===== src/rtl/if_id_queue_pkg.sv =====
// if_id_queue_pkg
//   Shared constants, types and helpers for the fetch-to-decode queue.
//   The former global defines live here as typed localparams:
//     ZERO_WORD   - bubble value driven on id_* when the queue is empty
//     BRANCH      - active level of the branch-redirect flush
//     INST_W      - instruction bus width
//   q_op_e names the single operation the queue performs on a clock edge.
package if_id_queue_pkg;

  localparam int unsigned INST_W = 32;

  localparam logic              BRANCH    = 1'b1;
  localparam logic [INST_W-1:0] ZERO_WORD = '0;

  // Exactly one of these applies per edge; flush dominates everything else.
  typedef enum logic [2:0] {
    Q_IDLE,
    Q_PUSH,
    Q_POP,
    Q_PUSH_POP,
    Q_FLUSH
  } q_op_e;

  // Reverse byte order of a 32-bit word (memory order -> decode order).
  function automatic logic [INST_W-1:0] byte_swap32(input logic [INST_W-1:0] w);
    return {w[7:0], w[15:8], w[23:16], w[31:24]};
  endfunction

endpackage


===== src/rtl/if_id_queue_if.sv =====
// if_id_queue_if
//   Handshake bundle between the fetch stage, the if/id queue and decode.
//   Parameters must match the queue instance they connect to.
//     if_valid / if_ready / if_pc / if_inst : fetch-side push handshake
//     id_valid / id_ready / id_pc / id_inst : decode-side pop handshake
//     count                                 : occupied entries
//   Modports:
//     slave  - the queue itself
//     master - the surrounding pipeline (fetch + decode)
interface if_id_queue_if #(
  parameter int unsigned ADDR_W = 32,
  parameter int unsigned DEPTH  = 4
) ();
  import if_id_queue_pkg::*;

  localparam int unsigned CNT_W = $clog2(DEPTH + 1);

  logic              if_valid;
  logic              if_ready;
  logic [ADDR_W-1:0] if_pc;
  logic [INST_W-1:0] if_inst;

  logic              id_valid;
  logic              id_ready;
  logic [ADDR_W-1:0] id_pc;
  logic [INST_W-1:0] id_inst;

  logic [CNT_W-1:0]  count;

  modport slave (
    input  if_valid, if_pc, if_inst, id_ready,
    output if_ready, id_valid, id_pc, id_inst, count
  );

  modport master (
    output if_valid, if_pc, if_inst, id_ready,
    input  if_ready, id_valid, id_pc, id_inst, count
  );

endinterface


===== src/rtl/if_id_queue_mem.sv =====
// if_id_queue_mem
//   Entry storage for the if/id queue: DEPTH words of WIDTH bits,
//   one synchronous write port and one asynchronous read port.
//   Contents are never cleared; validity is tracked by the controller.
//     clk   - write clock
//     we    - write enable
//     waddr - write index
//     wdata - write data
//     raddr - read index
//     rdata - read data (combinational)
module if_id_queue_mem #(
  parameter  int unsigned DEPTH = 4,
  parameter  int unsigned WIDTH = 64,
  localparam int unsigned PTR_W = $clog2(DEPTH)
) (
  input  logic             clk,
  input  logic             we,
  input  logic [PTR_W-1:0] waddr,
  input  logic [WIDTH-1:0] wdata,
  input  logic [PTR_W-1:0] raddr,
  output logic [WIDTH-1:0] rdata
);

  logic [WIDTH-1:0] mem [DEPTH];

  always_ff @(posedge clk) begin
    if (we) begin
      mem[waddr] <= wdata;
    end
  end

  assign rdata = mem[raddr];

endmodule


===== src/rtl/if_id_queue.sv =====
// if_id_queue
//   Small FIFO between instruction fetch and decode. Fetch pushes
//   {pc, inst} (inst optionally byte-reversed on entry); decode pops the
//   head. No in-to-out bypass: a push becomes visible after its edge.
//   Ports:
//     clk               - clock, rising edge
//     rst               - asynchronous active-low reset
//     flush_from_branch - branch redirect; clears the queue, drops input
//     bus (slave)       - fetch/decode handshake, see if_id_queue_if
//   Parameters:
//     DEPTH     - entries (2, 4, 8 or 16)
//     ADDR_W    - PC width
//     BYTE_SWAP - 1: reverse instruction bytes on entry, 0: pass through
module if_id_queue
  import if_id_queue_pkg::*;
#(
  parameter int unsigned DEPTH     = 4,
  parameter int unsigned ADDR_W    = 32,
  parameter bit          BYTE_SWAP = 1'b1
) (
  input  logic           clk,
  input  logic           rst,
  input  logic           flush_from_branch,
  if_id_queue_if.slave   bus
);

  localparam int unsigned PTR_W   = $clog2(DEPTH);
  localparam int unsigned CNT_W   = $clog2(DEPTH + 1);
  localparam int unsigned ENTRY_W = ADDR_W + INST_W;

  logic [PTR_W-1:0]   wr_ptr;
  logic [PTR_W-1:0]   rd_ptr;
  logic [CNT_W-1:0]   cnt;

  logic               flush;
  logic               not_full;
  logic               not_empty;
  logic               push;
  logic               pop;
  q_op_e              op;

  logic [INST_W-1:0]  inst_in;
  logic [ENTRY_W-1:0] wdata;
  logic [ENTRY_W-1:0] rdata;

  // Full/empty come from the registered count only, so a pop in the same
  // cycle never opens a slot for a push (no full-bypass path).
  assign flush     = (flush_from_branch == BRANCH);
  assign not_full  = (cnt < CNT_W'(DEPTH));
  assign not_empty = (cnt != '0);

  assign push = bus.if_valid & not_full  & ~flush;
  assign pop  = bus.id_ready & not_empty & ~flush;

  always_comb begin
    op = Q_IDLE;
    if (flush) begin
      op = Q_FLUSH;
    end else begin
      unique case ({push, pop})
        2'b10:   op = Q_PUSH;
        2'b01:   op = Q_POP;
        2'b11:   op = Q_PUSH_POP;
        default: op = Q_IDLE;
      endcase
    end
  end

  // DEPTH is a power of two, so pointer increments wrap modulo DEPTH.
  always_ff @(posedge clk or negedge rst) begin
    if (!rst) begin
      wr_ptr <= '0;
      rd_ptr <= '0;
      cnt    <= '0;
    end else begin
      unique case (op)
        Q_FLUSH: begin
          wr_ptr <= '0;
          rd_ptr <= '0;
          cnt    <= '0;
        end
        Q_PUSH: begin
          wr_ptr <= wr_ptr + PTR_W'(1);
          cnt    <= cnt + CNT_W'(1);
        end
        Q_POP: begin
          rd_ptr <= rd_ptr + PTR_W'(1);
          cnt    <= cnt - CNT_W'(1);
        end
        Q_PUSH_POP: begin
          wr_ptr <= wr_ptr + PTR_W'(1);
          rd_ptr <= rd_ptr + PTR_W'(1);
        end
        default: ;
      endcase
    end
  end

  generate
    if (BYTE_SWAP) begin : g_swap
      assign inst_in = byte_swap32(bus.if_inst);
    end else begin : g_pass
      assign inst_in = bus.if_inst;
    end
  endgenerate

  assign wdata = {bus.if_pc, inst_in};

  if_id_queue_mem #(
    .DEPTH (DEPTH),
    .WIDTH (ENTRY_W)
  ) u_mem (
    .clk   (clk),
    .we    (push),
    .waddr (wr_ptr),
    .wdata (wdata),
    .raddr (rd_ptr),
    .rdata (rdata)
  );

  // Stale storage is masked to a bubble whenever the queue is empty.
  assign bus.if_ready = not_full;
  assign bus.id_valid = not_empty;
  assign bus.id_pc    = not_empty ? rdata[ENTRY_W-1 -: ADDR_W] : '0;
  assign bus.id_inst  = not_empty ? rdata[INST_W-1:0] : ZERO_WORD;
  assign bus.count    = cnt;

endmodule

===== src/flat_wrapper.sv =====
// flat-port wrapper written by rule: the top's interface ports become plain ports
module if_id_queue_flat import if_id_queue_pkg::*;
#(
  parameter int unsigned DEPTH     = 4,
  parameter int unsigned ADDR_W    = 32,
  parameter bit          BYTE_SWAP = 1'b1
)
  (clk, rst, flush_from_branch, bus_if_valid, bus_if_pc, bus_if_inst, bus_id_ready, bus_if_ready, bus_id_valid, bus_id_pc, bus_id_inst, bus_count);
  if_id_queue_if #(.ADDR_W(ADDR_W), .DEPTH(DEPTH)) bus_i ();
  input  logic clk;
  input  logic rst;
  input  logic flush_from_branch;
  input wire logic [$bits(bus_i.if_valid)-1:0] bus_if_valid;
  input wire logic [$bits(bus_i.if_pc)-1:0] bus_if_pc;
  input wire logic [$bits(bus_i.if_inst)-1:0] bus_if_inst;
  input wire logic [$bits(bus_i.id_ready)-1:0] bus_id_ready;
  output wire logic [$bits(bus_i.if_ready)-1:0] bus_if_ready;
  output wire logic [$bits(bus_i.id_valid)-1:0] bus_id_valid;
  output wire logic [$bits(bus_i.id_pc)-1:0] bus_id_pc;
  output wire logic [$bits(bus_i.id_inst)-1:0] bus_id_inst;
  output wire logic [$bits(bus_i.count)-1:0] bus_count;
  assign bus_i.if_valid = bus_if_valid;
  assign bus_i.if_pc = bus_if_pc;
  assign bus_i.if_inst = bus_if_inst;
  assign bus_i.id_ready = bus_id_ready;
  assign bus_if_ready = bus_i.if_ready;
  assign bus_id_valid = bus_i.id_valid;
  assign bus_id_pc = bus_i.id_pc;
  assign bus_id_inst = bus_i.id_inst;
  assign bus_count = bus_i.count;
  if_id_queue #(.DEPTH(DEPTH), .ADDR_W(ADDR_W), .BYTE_SWAP(BYTE_SWAP)) u_core (.clk(clk), .rst(rst), .flush_from_branch(flush_from_branch), .bus(bus_i));
endmodule

===== config.mk =====
export PLATFORM = sky130hd
export DESIGN_NAME = if_id_queue_flat
export DESIGN_NICKNAME = d
export VERILOG_FILES = /design/src/rtl/if_id_queue_pkg.sv /design/src/rtl/if_id_queue_if.sv /design/src/rtl/if_id_queue_mem.sv /design/src/rtl/if_id_queue.sv /design/src/flat_wrapper.sv
export SDC_FILE = /design/constraint.sdc
export NUM_CORES = 1
export LEC_CHECK = 0
export ABC_AREA = 0
export BUFFER_PORTS_ARGS = -buffer_cell sky130_fd_sc_hd__buf_2
export CAP_MARGIN = 5
export CORE_MARGIN = 4
export CORE_UTILIZATION = 40
export DETAILED_ROUTE_END_ITERATION = 16
export PLACE_DENSITY_LB_ADDON = 0.12
export SKIP_LAST_GASP = 1
export SLEW_MARGIN = 20
export SYNTH_ARGS = -nofsm -noshare
export SYNTH_HDL_FRONTEND = slang
export SYNTH_SLANG_ARGS = --single-unit

===== constraint.sdc =====
create_clock -name clk -period 8 [get_ports clk]
set_input_delay 1.6 -clock clk [delete_from_list [all_inputs] [get_ports clk]]
set_output_delay 1.6 -clock clk [all_outputs]
set_load 0.03 [all_outputs]

==> results by group, run 1 <==
Status
  • Status: completed

Worst setup path
  • WP data required: ~6.4 ns
  • Worst R2R End: u_core.bus.count[2]
  • Delay-heaviest family, CP: buffers and inverters
  • Worst setup SP type: flip-flop
  • CP Capture Type: output port
  • FF-to-FF Start: u_core.bus.count[2]
  • R2R Setup Slk: 5.07 ns
  • Max incr delay on CP: 0.85 ns
  • Worst Setup Path Type: flip-flop to output port
  • CP arrival: ~3.1 ns
  • CP Max Fanout: 35
  • CP bufs+invs: 2
  • R2r worst-path depth: 9
  • Critical path cell sequence: buf_4 > mux4_2 > and2_1 > buf_2
  • CP max stage cell: dfrtp_4

Clocking
  • Max Buffers Root-to-Sink: 3
  • # H-tree levels: 1
  • Reg clk slew, reported paths: 0.06 ns
  • Hold bufs inserted after CTS: 0
  • TritonCTS buffer count: 28
  • Clk root buf: clkbuf_16
  • Clk_lat worst skew: 0.52 ns
  • Post_cts resized: 0
  • Total clock sinks: around 260
  • Postcts setup bufs: 0
  • CTS tree: yes

Synth
  • Asr flop ratio synth: 2.66%
  • Mapped Area: 10,200 µm²
  • Register bit count reported by yosys: 263
  • Yosys top cell area share: 75.4%
  • Number of flops mapped to enable cells by yosys: 256
  • Main synth FF type: edfxtp_1
  • Synth cell types: 30
  • Synth area leader: edfxtp_1
  • Sequential share of the synthesized area: 77.1%
  • Synth Instances: 464
  • Avg Synthesized Cell Area: 22.0 µm²
  • Synth Warn #: 0
  • Top area cells in the synthesized netlist: edfxtp_1 (75%), mux4_2 (14%), and2_1 (4.2%)
  • Syn_nets: between 500 and 600

Pwr
  • PwrDens: 316 nW/µm²
  • Max VDD drop: 132 µV
  • Overall power: between 3 and 4 mW
  • Leakage: 4.15 nW

Cells and area
  • Layout area overhead: 19.0%
  • # diodes: 0
  • Most common cell after layout, fill and taps aside: edfxtp_1
  • Final std cells w/o fill: 959
  • Post-layout nets: 684
  • Most frequent cells in the layout: edfxtp_1 (256), buf_2 (137), mux4_2 (64), and2_1 (64), clkbuf_16 (29)
  • Share of post-route cells with drive strength above 1: 40.4%

Floorplan
  • Die width: 168 µm
  • Initial Utilization: 40.6%
  • Die Y: 168 µm
  • Die footprint: 28,100 µm²
  • Core Area: between 20,000 and 30,000 µm²
  • I/O Pins: 138
  • Site Rows: just under 60

Timing
  • Unrepaired setup endpoints after global routing: no
  • Final setup fails: 0
  • Period minus WS final: about 4.7 ns
  • Setup ws final: 3.31 ns
  • Least-Margin Pin Slew: 1.05 ns
  • F_max: 0.213 GHz
  • Clock skew after layout: slightly below 0.009 ns
  • Hold Vio Cnt, Final: 0
  • Final Cycle Share: 58.7%
  • Rel. slew slack: a little over 30%
  • Total negative slack: 0 ns
  • Worst hold margin: 0.629 ns
  • Pins Over Slew Limit: 0

Worst hold path
  • Worst min path class: flip-flop to flip-flop
  • Min-delay src: u_core.wr_ptr[0]
  • Hold path depth: 2
  • Hold Path End: u_core.wr_ptr[0]

Placement
  • Setup Slack @ Placement: about 3.8 ns
  • Cell count after placement: ~910
  • Hpwl dp: 11.1 mm
  • IO Port Bufs: 137
  • GPL Wtd Cong: 0.686

Route
  • Final ANT Viol Nets: 0
  • Drt total wl: 20.2 mm
  • Residual DRC: 0
  • Detailed Routing Iterations Pass 1: 5
  • Via count: a little under 5,000
  • DRT iter0 DRCs: between 200 and 300
  • Vias per cell: 5.05
  • Drt wl/cell: 21.1 µm

Run
  • MaxCap Viol Count: 0

Global routing
  • GRT overflow: 0
  • Total track usage: 14.6%
  • Vias in the first global route: roughly 5,500
  • Global-route wire length before repair: 32.0 mm
  • Largest net degree at the start of global routing: 66
  • Initial antenna violation count: 2
## sequential cells by signal, indices dropped and copies added, names as in the netlist
| signal | cells |
|---|---|
| u_core.u_mem.mem | 256 |
| u_core.bus.count | 3 |
| u_core.rd_ptr | 2 |
| u_core.wr_ptr | 2 |
## cell usage after synthesis, types with 2 or more instances
cell type	count
ha_1	4
dfrtp_1	7
buf_6	6
mux4_2	64
inv_1	6
and2_1	68
buf_4	3
nand2_1	2
xor2_1	2
edfxtp_1	256
clkbuf_1	9
nor2b_1	2
xnor2_1	2
or3_1	2
nor2_1	6
nand3_1	3
buf_2	6
a21oi_1	4
## where the power goes
group | switching [mW] | internal (mW) | total (mW) | leakage [nW]
clock | 0.490 | 0.785 | 1.27 | 0.453
sequential | 0.0672 | 1.59 | 1.66 | 2.41
combinational | 0.560 | 0.341 | 0.901 | 1.28
## cell type report
class	count	area [µm²]
tap	330	413
clock buffer	35	748
inverter	6	22.5
fill	2162	13000
timing repair buffer	141	748
clock inverter	14	166
multi-input combinational	170	2170
sequential	263	7870
## stage by stage
stage          area, µm²  util (%)
2_1_floorplan      10200         -
3_3_place_gp       11200      44.5
3_5_place_dp       11200      44.5
4_1_cts            12100      48.1
5_1_grt            12100      48.3
6_report           12100      48.3
## worst reg2reg max path: cells and delay by family, from the launching register on
| kind | cells | cell delay, ns |
|---|---|---|
| buffers and inverters | 2 | 0.67 |
| and+or+nand+nor | 4 | 0.98 |
| AOI/OAI and AO/OA | 2 | 0.28 |
| adders and majority gates | 1 | 0.36 |
| DFF | 1 | 0.51 |
## worst max-delay path by stage
stage                           from                     end  slack [ns]  cells after the start
detailed placement  u_core.rd_ptr[0]          bus_id_inst[1]        3.76                      4
CTS                 u_core.rd_ptr[0]          bus_id_inst[1]        3.18                      4
floorplan               bus_if_valid  u_core.u_mem.mem[0][0]        3.95                      4
global route        u_core.rd_ptr[0]          bus_id_inst[1]        3.02                      4
global placement    u_core.rd_ptr[0]          bus_id_inst[1]        3.72                      4
finish              u_core.rd_ptr[0]          bus_id_inst[1]        3.31                      4
## per-layer routing
layer  vias to the layer above  part of all wire (%)  global-route usage, %
met1                      2514                    39                   17.7
met4                         4                   1.5                   3.42
met5                         -                  0.13                      0
met2                       134                    53                   26.6
li1                       2163                     -                      -
met3                        30                   6.1                   3.33
## logic make-up (layout without fill, tap and decap cells)
| family | after synthesis | count (layout) | share of synthesized area, % |
|---|---|---|---|
| simple gates | 85 | 85 | 4.97 |
| buf+inv | 31 | 196 | 1.77 |
| xor+xnor | 4 | 4 | 0.344 |
| compound gates | 11 | 11 | 0.896 |
| mux | 65 | 65 | 14.2 |
| flops | 263 | 263 | 77.1 |
| fa+ha+maj | 5 | 5 | 0.687 |
Power figures use the tool's default switching activity.
==> run 2, diff against run 1 <==
==> constraint.sdc (replaced) <==
create_clock -name clk -period 3.9 [get_ports clk]
set_input_delay 0.78 -clock clk [delete_from_list [all_inputs] [get_ports clk]]
set_output_delay 0.78 -clock clk [all_outputs]
set_load 0.03 [all_outputs]
==> run 2 against run 1 <==
  * Setup slack lost 2.6 ns
  * Combinational power is 110% higher
  * Largest cell class unchanged
  * Final cell count grew 1.5%
  * Hold slack worse by 0.53 ns
  * Sequential share of layout area down 0.25 points
  * Sequential cell count is the same
  * Register-to-register slack got worse by 3.6 ns
  * Via count is 1.2% higher
  * Core utilization rose by 0.19 points
  * Sequential power increased by 100%
==> results by group, run 2 (synthesized netlist as in run 1, its figures left out) <==
Status
  • Status: completed

Clocking
  • Clk_lat worst skew: 0.52 ns (about the same)
  • TritonCTS buffer count: 27 (-3.6%)
  • Post_cts resized: 0 (unchanged)
  • Total clock sinks: 263 (unchanged)
  • Max Buffers Root-to-Sink: 3 (unchanged)
  • Hold bufs inserted after CTS: 0 (unchanged)
  • Postcts setup bufs: 0 (unchanged)
  • Reg clk slew, reported paths: 0.06 ns (about the same)
  • # H-tree levels: 1 (unchanged)
  • Clk root buf: clkbuf_16
  • CTS tree: yes

Timing
  • Clock skew after layout: 0.00685 ns (-0.00199 ns)
  • Hold Vio Cnt, Final: 0 (unchanged)
  • Period minus WS final: 3.22 ns
  • F_max: 0.310 GHz
  • Final Cycle Share: 82.6%
  • Total negative slack: 0 ns (unchanged)
  • Least-Margin Pin Slew: 0.595 ns (-0.451 ns)
  • Rel. slew slack: 60.2% (+30 points)
  • Unrepaired setup endpoints after global routing: no
  • Pins Over Slew Limit: 0 (unchanged)
  • Final setup fails: 0 (unchanged)

Worst setup path
  • CP max stage cell: dfrtp_4
  • CP arrival: 2.44 ns (-0.65 ns)
  • Critical path cell sequence: buf_4 > mux4_2 > and2_1 > buf_2
  • CP Capture Type: output port
  • Worst setup SP type: flip-flop
  • Worst Setup Path Type: flip-flop to output port
  • WP data required: 3.12 ns (-3.28 ns)
  • Max incr delay on CP: 0.65 ns (-0.20 ns)
  • FF-to-FF Start: u_core.bus.count[2]
  • R2r worst-path depth: 4 (-5)
  • CP Max Fanout: 17 (-51%)
  • R2R Setup Slk: 1.43 ns (-3.64 ns)
  • Worst R2R End: u_core.u_mem.mem[0][42]

Pwr
  • Leakage: 4.19 nW (+0.90%)
  • Max VDD drop: 303 µV (+130%)
  • PwrDens: 634 nW/µm² (+100%)
  • Overall power: 7.72 mW (+100%)

Floorplan
  • Initial Utilization: 40.6% (unchanged)
  • Die Y: 168 µm (unchanged)
  • Core Area: 25,100 µm² (unchanged)
  • Die footprint: 28,100 µm² (unchanged)
  • I/O Pins: 138 (unchanged)
  • Site Rows: 58 (unchanged)
  • Die width: 168 µm (unchanged)

Route
  • DRT iter0 DRCs: 280 (+3.3%)
  • Final ANT Viol Nets: 0 (unchanged)
  • Residual DRC: 0 (unchanged)
  • Drt wl/cell: 20.7 µm (-1.8%)
  • Vias per cell: 5.04 (-0.28%)
  • Via count: 4,902 (+1.2%)
  • Detailed Routing Iterations Pass 1: 4 (-1)
  • Drt total wl: 20.2 mm (-0.39%)

Global routing
  • GRT overflow: 0 (unchanged)
  • Total track usage: 14.3% (-0.30 points)
  • Global-route wire length before repair: 31.3 mm (-2.3%)
  • Initial antenna violation count: 4 (+2)
  • Vias in the first global route: 5,388 (-1.9%)
  • Largest net degree at the start of global routing: 32 (-52%)

Worst hold path
  • Worst min path class: input pin to asynchronous set/reset pin

Placement
  • GPL Wtd Cong: 0.717 (+4.6%)
  • Hpwl dp: 12.5 mm (+13%)
  • IO Port Bufs: 137 (unchanged)

Cells and area
  • Layout area overhead: 19.5%
  • Max reg flops: 256 (unchanged)
  • Most frequent cells in the layout: edfxtp_1 (256), buf_2 (137), mux4_2 (64), and2_1 (64), clkbuf_16 (27)
  • Most common cell after layout, fill and taps aside: edfxtp_1
  • Post-layout nets: 696 (+1.8%)
  • Largest Register: u_core.u_mem.mem
  • Share of post-route cells with drive strength above 1: 41.4% (+1.0 points)

Run
  • MaxCap Viol Count: 0 (unchanged)
run 2: cell count changes in the layout (fill, tap and decap cells not counted):
cell / change
clkbuf_1: -1
buf_16: -1
clkbuf_16: -2
clkinv_1: +1
bufinv_16: -1
buf_12: +3
buf_4: +11
clkinv_2: +1
diode_2: +3
run 2: layout make-up:
cell class,instances,area [µm²]
sequential,263,7870
inverter,6,22.5
fill,2131,12900
multi-input combinational,170,2170
clock inverter,15,145
timing repair buffer,154,863
antenna,3,7.51
clock buffer,32,694
tap,330,413
run 2: critical path, delay by kind of cell, from the launching register on:
| family | cells | cell delay (ns) |
|---|---|---|
| mux | 1 | 0.53 |
| simple gates | 1 | 0.20 |
| buf+inv | 2 | 0.55 |
| flops | 1 | 0.65 |
run 2: where the power goes:
group	switching, mW	internal [mW]	total [mW]
logic	1.20	0.734	1.93
clock network	0.988	1.46	2.45
registers	0.0903	3.26	3.35
run 2: per-stage QoR:
stage / instance area (µm²) / hold slack (ns) / instances / setup WS (ns) / utilization (%)
2_1_floorplan: 10200 / 0.484 / 464 / 0.669 / -
3_3_place_gp: 11300 / 0.587 / 923 / 1.01 / 45.1
3_5_place_dp: 11300 / 0.614 / 923 / 0.946 / 45.1
4_1_cts: 12200 / 0.0790 / 970 / 0.586 / 48.5
5_1_grt: 12200 / 0.0785 / 973 / 0.495 / 48.5
6_report: 12200 / 0.100 / 973 / 0.677 / 48.5
run 2: worst max-delay path by stage:
| stage | start | end | cells after the start |
|---|---|---|---|
| 3_5_place_dp | bus_if_valid | u_core.u_mem.mem[0][62] | 5 |
| 6_report | u_core.rd_ptr[0] | bus_id_inst[22] | 4 |
| 5_1_grt | u_core.rd_ptr[0] | bus_id_inst[22] | 4 |
| 4_1_cts | u_core.rd_ptr[0] | bus_id_inst[22] | 4 |
| 2_1_floorplan | bus_if_valid | u_core.u_mem.mem[0][0] | 4 |
| 3_3_place_gp | bus_if_valid | u_core.u_mem.mem[0][49] | 5 |
run 2: layer usage:
layer	part of all wire, %	vias up	routed length [µm]	track usage (%)
met5	0.060	-	12	0
met4	2.8	2	563	4.09
met3	4.1	34	834	2.48
met2	53	112	10600	25.5
met1	40	2565	8150	18.0
li1	-	2189	-	-
==> run 3, diff against run 2 <==
==> constraint.sdc (replaced) <==
create_clock -name clk -period 3.2 [get_ports clk]
set_input_delay 0.64 -clock clk [delete_from_list [all_inputs] [get_ports clk]]
set_output_delay 0.64 -clock clk [all_outputs]
set_load 0.03 [all_outputs]
==> run 3 against run 2 <==
  * Hold slack better by 0.23 ns
  * Critical endpoint is now bus_id_inst[31]
  * Sequential cell count is the same
  * Global-route usage is 0.35 points higher
  * Via count up 0.27%
  * Clock power is 24% higher
  * Combinational power is 26% higher
  * Power grew 24%
  * Sequential power grew 22%
==> results by group, run 3 (synthesized netlist as in run 1, its figures left out) <==
Global routing
  • Largest net degree at the start of global routing: 50 (+56%)
  • Total track usage: 14.7% (+0.35 points)
  • GRT overflow: 0 (unchanged)
  • Vias in the first global route: 5,426 (+0.71%)
  • Global-route wire length before repair: 31.9 mm (+2.0%)
  • Initial antenna violation count: 0 (-4)

Clocking
  • Post_cts resized: 0 (unchanged)
  • Reg clk slew, reported paths: 0.06 ns (about the same)
  • Clk root buf: clkbuf_16
  • Clk_lat worst skew: 0.53 ns (about the same)
  • Max Buffers Root-to-Sink: 3 (unchanged)
  • TritonCTS buffer count: 28 (+3.7%)
  • Total clock sinks: 263 (unchanged)
  • Postcts setup bufs: 0 (unchanged)
  • CTS tree: yes
  • Hold bufs inserted after CTS: 1 (+1)
  • # H-tree levels: 1 (unchanged)

Route
  • Drt total wl: 20.6 mm (+2.3%)
  • Drt wl/cell: 21.1 µm (+1.8%)
  • Final ANT Viol Nets: 0 (unchanged)
  • Via count: 4,915 (+0.27%)
  • Vias per cell: 5.03 (-0.25%)
  • Detailed Routing Iterations Pass 1: 4 (unchanged)
  • Residual DRC: 0 (unchanged)
  • DRT iter0 DRCs: 306 (+9.3%)

Status
  • Status: completed

Pwr
  • Leakage: 4.26 nW (+1.8%)
  • PwrDens: 771 nW/µm² (+22%)
  • Overall power: 9.57 mW (+24%)
  • Max VDD drop: 434 µV (+43%)

Cells and area
  • Share of post-route cells with drive strength above 1: 41.4% (-0.048 points)
  • Largest Register: u_core.u_mem.mem
  • Most frequent cells in the layout: edfxtp_1 (256), buf_2 (137), mux4_2 (64), and2_1 (64), clkbuf_16 (29)
  • Most common cell after layout, fill and taps aside: edfxtp_1
  • Post-layout nets: 701 (+0.72%)
  • # diodes: 0 (-3)
  • Layout area overhead: 21.8%
  • Max reg flops: 256 (unchanged)

Worst setup path
  • WP data required: 2.56 ns (-0.56 ns)
  • Max incr delay on CP: 0.70 ns (+0.05 ns)
  • Critical path cell sequence: or3_2 > buf_12 > and2_1 > buf_2
  • Worst Setup Path Type: flip-flop to output port
  • CP arrival: 2.39 ns (-0.05 ns)
  • Worst setup SP type: flip-flop
  • R2r worst-path depth: 6 (+2)
  • CP bufs+invs: 2 (unchanged)
  • CP Capture Type: output port
  • CP max stage cell: or3_2
  • CP Max Fanout: 49 (+32)
  • Delay-heaviest family, CP: simple AND/OR/NAND/NOR gates
  • Stages on the worst setup path: 4 (unchanged)

Timing
  • Least-Margin Pin Slew: 0.507 ns (-0.0881 ns)
  • Period minus WS final: 3.03 ns
  • Final Cycle Share: 94.7%
  • Unrepaired setup endpoints after global routing: no
  • Clock skew after layout: 0.0130 ns (+0.00616 ns)
  • Pins Over Slew Limit: 0 (unchanged)
  • Rel. slew slack: 66.2% (+6.0 points)
  • Worst hold margin: 0.328 ns (+0.228 ns)
  • Final setup fails: 0 (unchanged)
  • Hold Vio Cnt, Final: 0 (unchanged)
  • Total negative slack: 0 ns (unchanged)
  • F_max: between 0.3 and 0.4 GHz
  • Setup ws final: 0.170 ns (-0.507 ns)

Placement
  • GPL Wtd Cong: 0.743 (+3.5%)
  • Hpwl dp: 12.9 mm (+3.2%)
  • Setup Slack @ Placement: 0.665 ns (-0.281 ns)
  • IO Port Bufs: 137 (unchanged)

Floorplan
  • I/O Pins: 138 (unchanged)
  • Die Y: 168 µm (unchanged)
  • Die footprint: 28,100 µm² (unchanged)
  • Site Rows: 58 (unchanged)
  • Core Area: 25,100 µm² (unchanged)
  • Die width: 168 µm (unchanged)
  • Initial Utilization: 40.6% (unchanged)

Worst hold path
  • Hold path depth: 1
  • Worst min path class: input pin to flip-flop

Run
  • MaxCap Viol Count: 0 (unchanged)
==> run 3: cell count changes in the layout (fill, tap and decap cells not counted), sizes merged <==
cell and delta:
dlygate4sd3 +1, diode -3, clkbuf +7, bufinv -1
inv +1, buf +3, clkinv -3
==> run 3: per-stage QoR <==
step	cell area [µm²]	cells	utilization, %
final	12400	978	49.4
after global routing	12400	978	49.4
after CTS	12400	978	49.4
after detailed placement	11500	926	45.9
after global placement	11500	926	45.9
after floorplan	10200	464	-
==> run 3: path summary, 6_finish.rpt <==
| kind | startpoint | to | slack (ns) |
|---|---|---|---|
| min reg2reg | u_core.wr_ptr[0] | u_core.wr_ptr[0] | 0.61 |
| max | u_core.bus.count[0] | bus_id_inst[31] | 0.17 |
| max in group asynchronous | rst | u_core.rd_ptr[0] | 2.54 |
| min in group asynchronous | rst | u_core.bus.count[1] | 0.48 |
| min | bus_if_pc[16] | u_core.u_mem.mem[2][48] | 0.33 |
| max reg2reg | u_core.bus.count[0] | u_core.bus.count[1] | 0.78 |
==> run 3: cell type report <==
class                   count  area (µm²)
clock buffers              39         763
clock inverters            12         110
fillers                  2135       12700
inverters                   6        22.5
multi-input cells         170        2170
flip-flops and latches    263        7870
well taps                 330         413
repair buffers            158        1070
==> run 3: worst register-to-register path: cells and delay by family (launching register included) <==
family / cells / cell delay, ns
AND/OR/NAND/NOR: 3 / 1.03
flip-flops: 1 / 0.46
AO/OA/AOI/OAI: 2 / 0.42
adder cells (fa/ha/maj): 1 / 0.41
==> run 3: power by group <==
part	internal (mW)	total (mW)	switching (mW)
sequential	3.97	4.08	0.114
combinational	0.960	2.44	1.48
clock	1.82	3.05	1.23
total	6.75	9.57	2.82
==> run 3: routing by layer <==
layer | track usage (%) | share of wire, % | vias up
met2 | 26.0 | 53 | 107
met5 | 0 | 0 | -
li1 | - | - | 2206
met1 | 18.9 | 41 | 2572
met4 | 3.81 | 1.9 | 0
met3 | 2.38 | 3.9 | 30
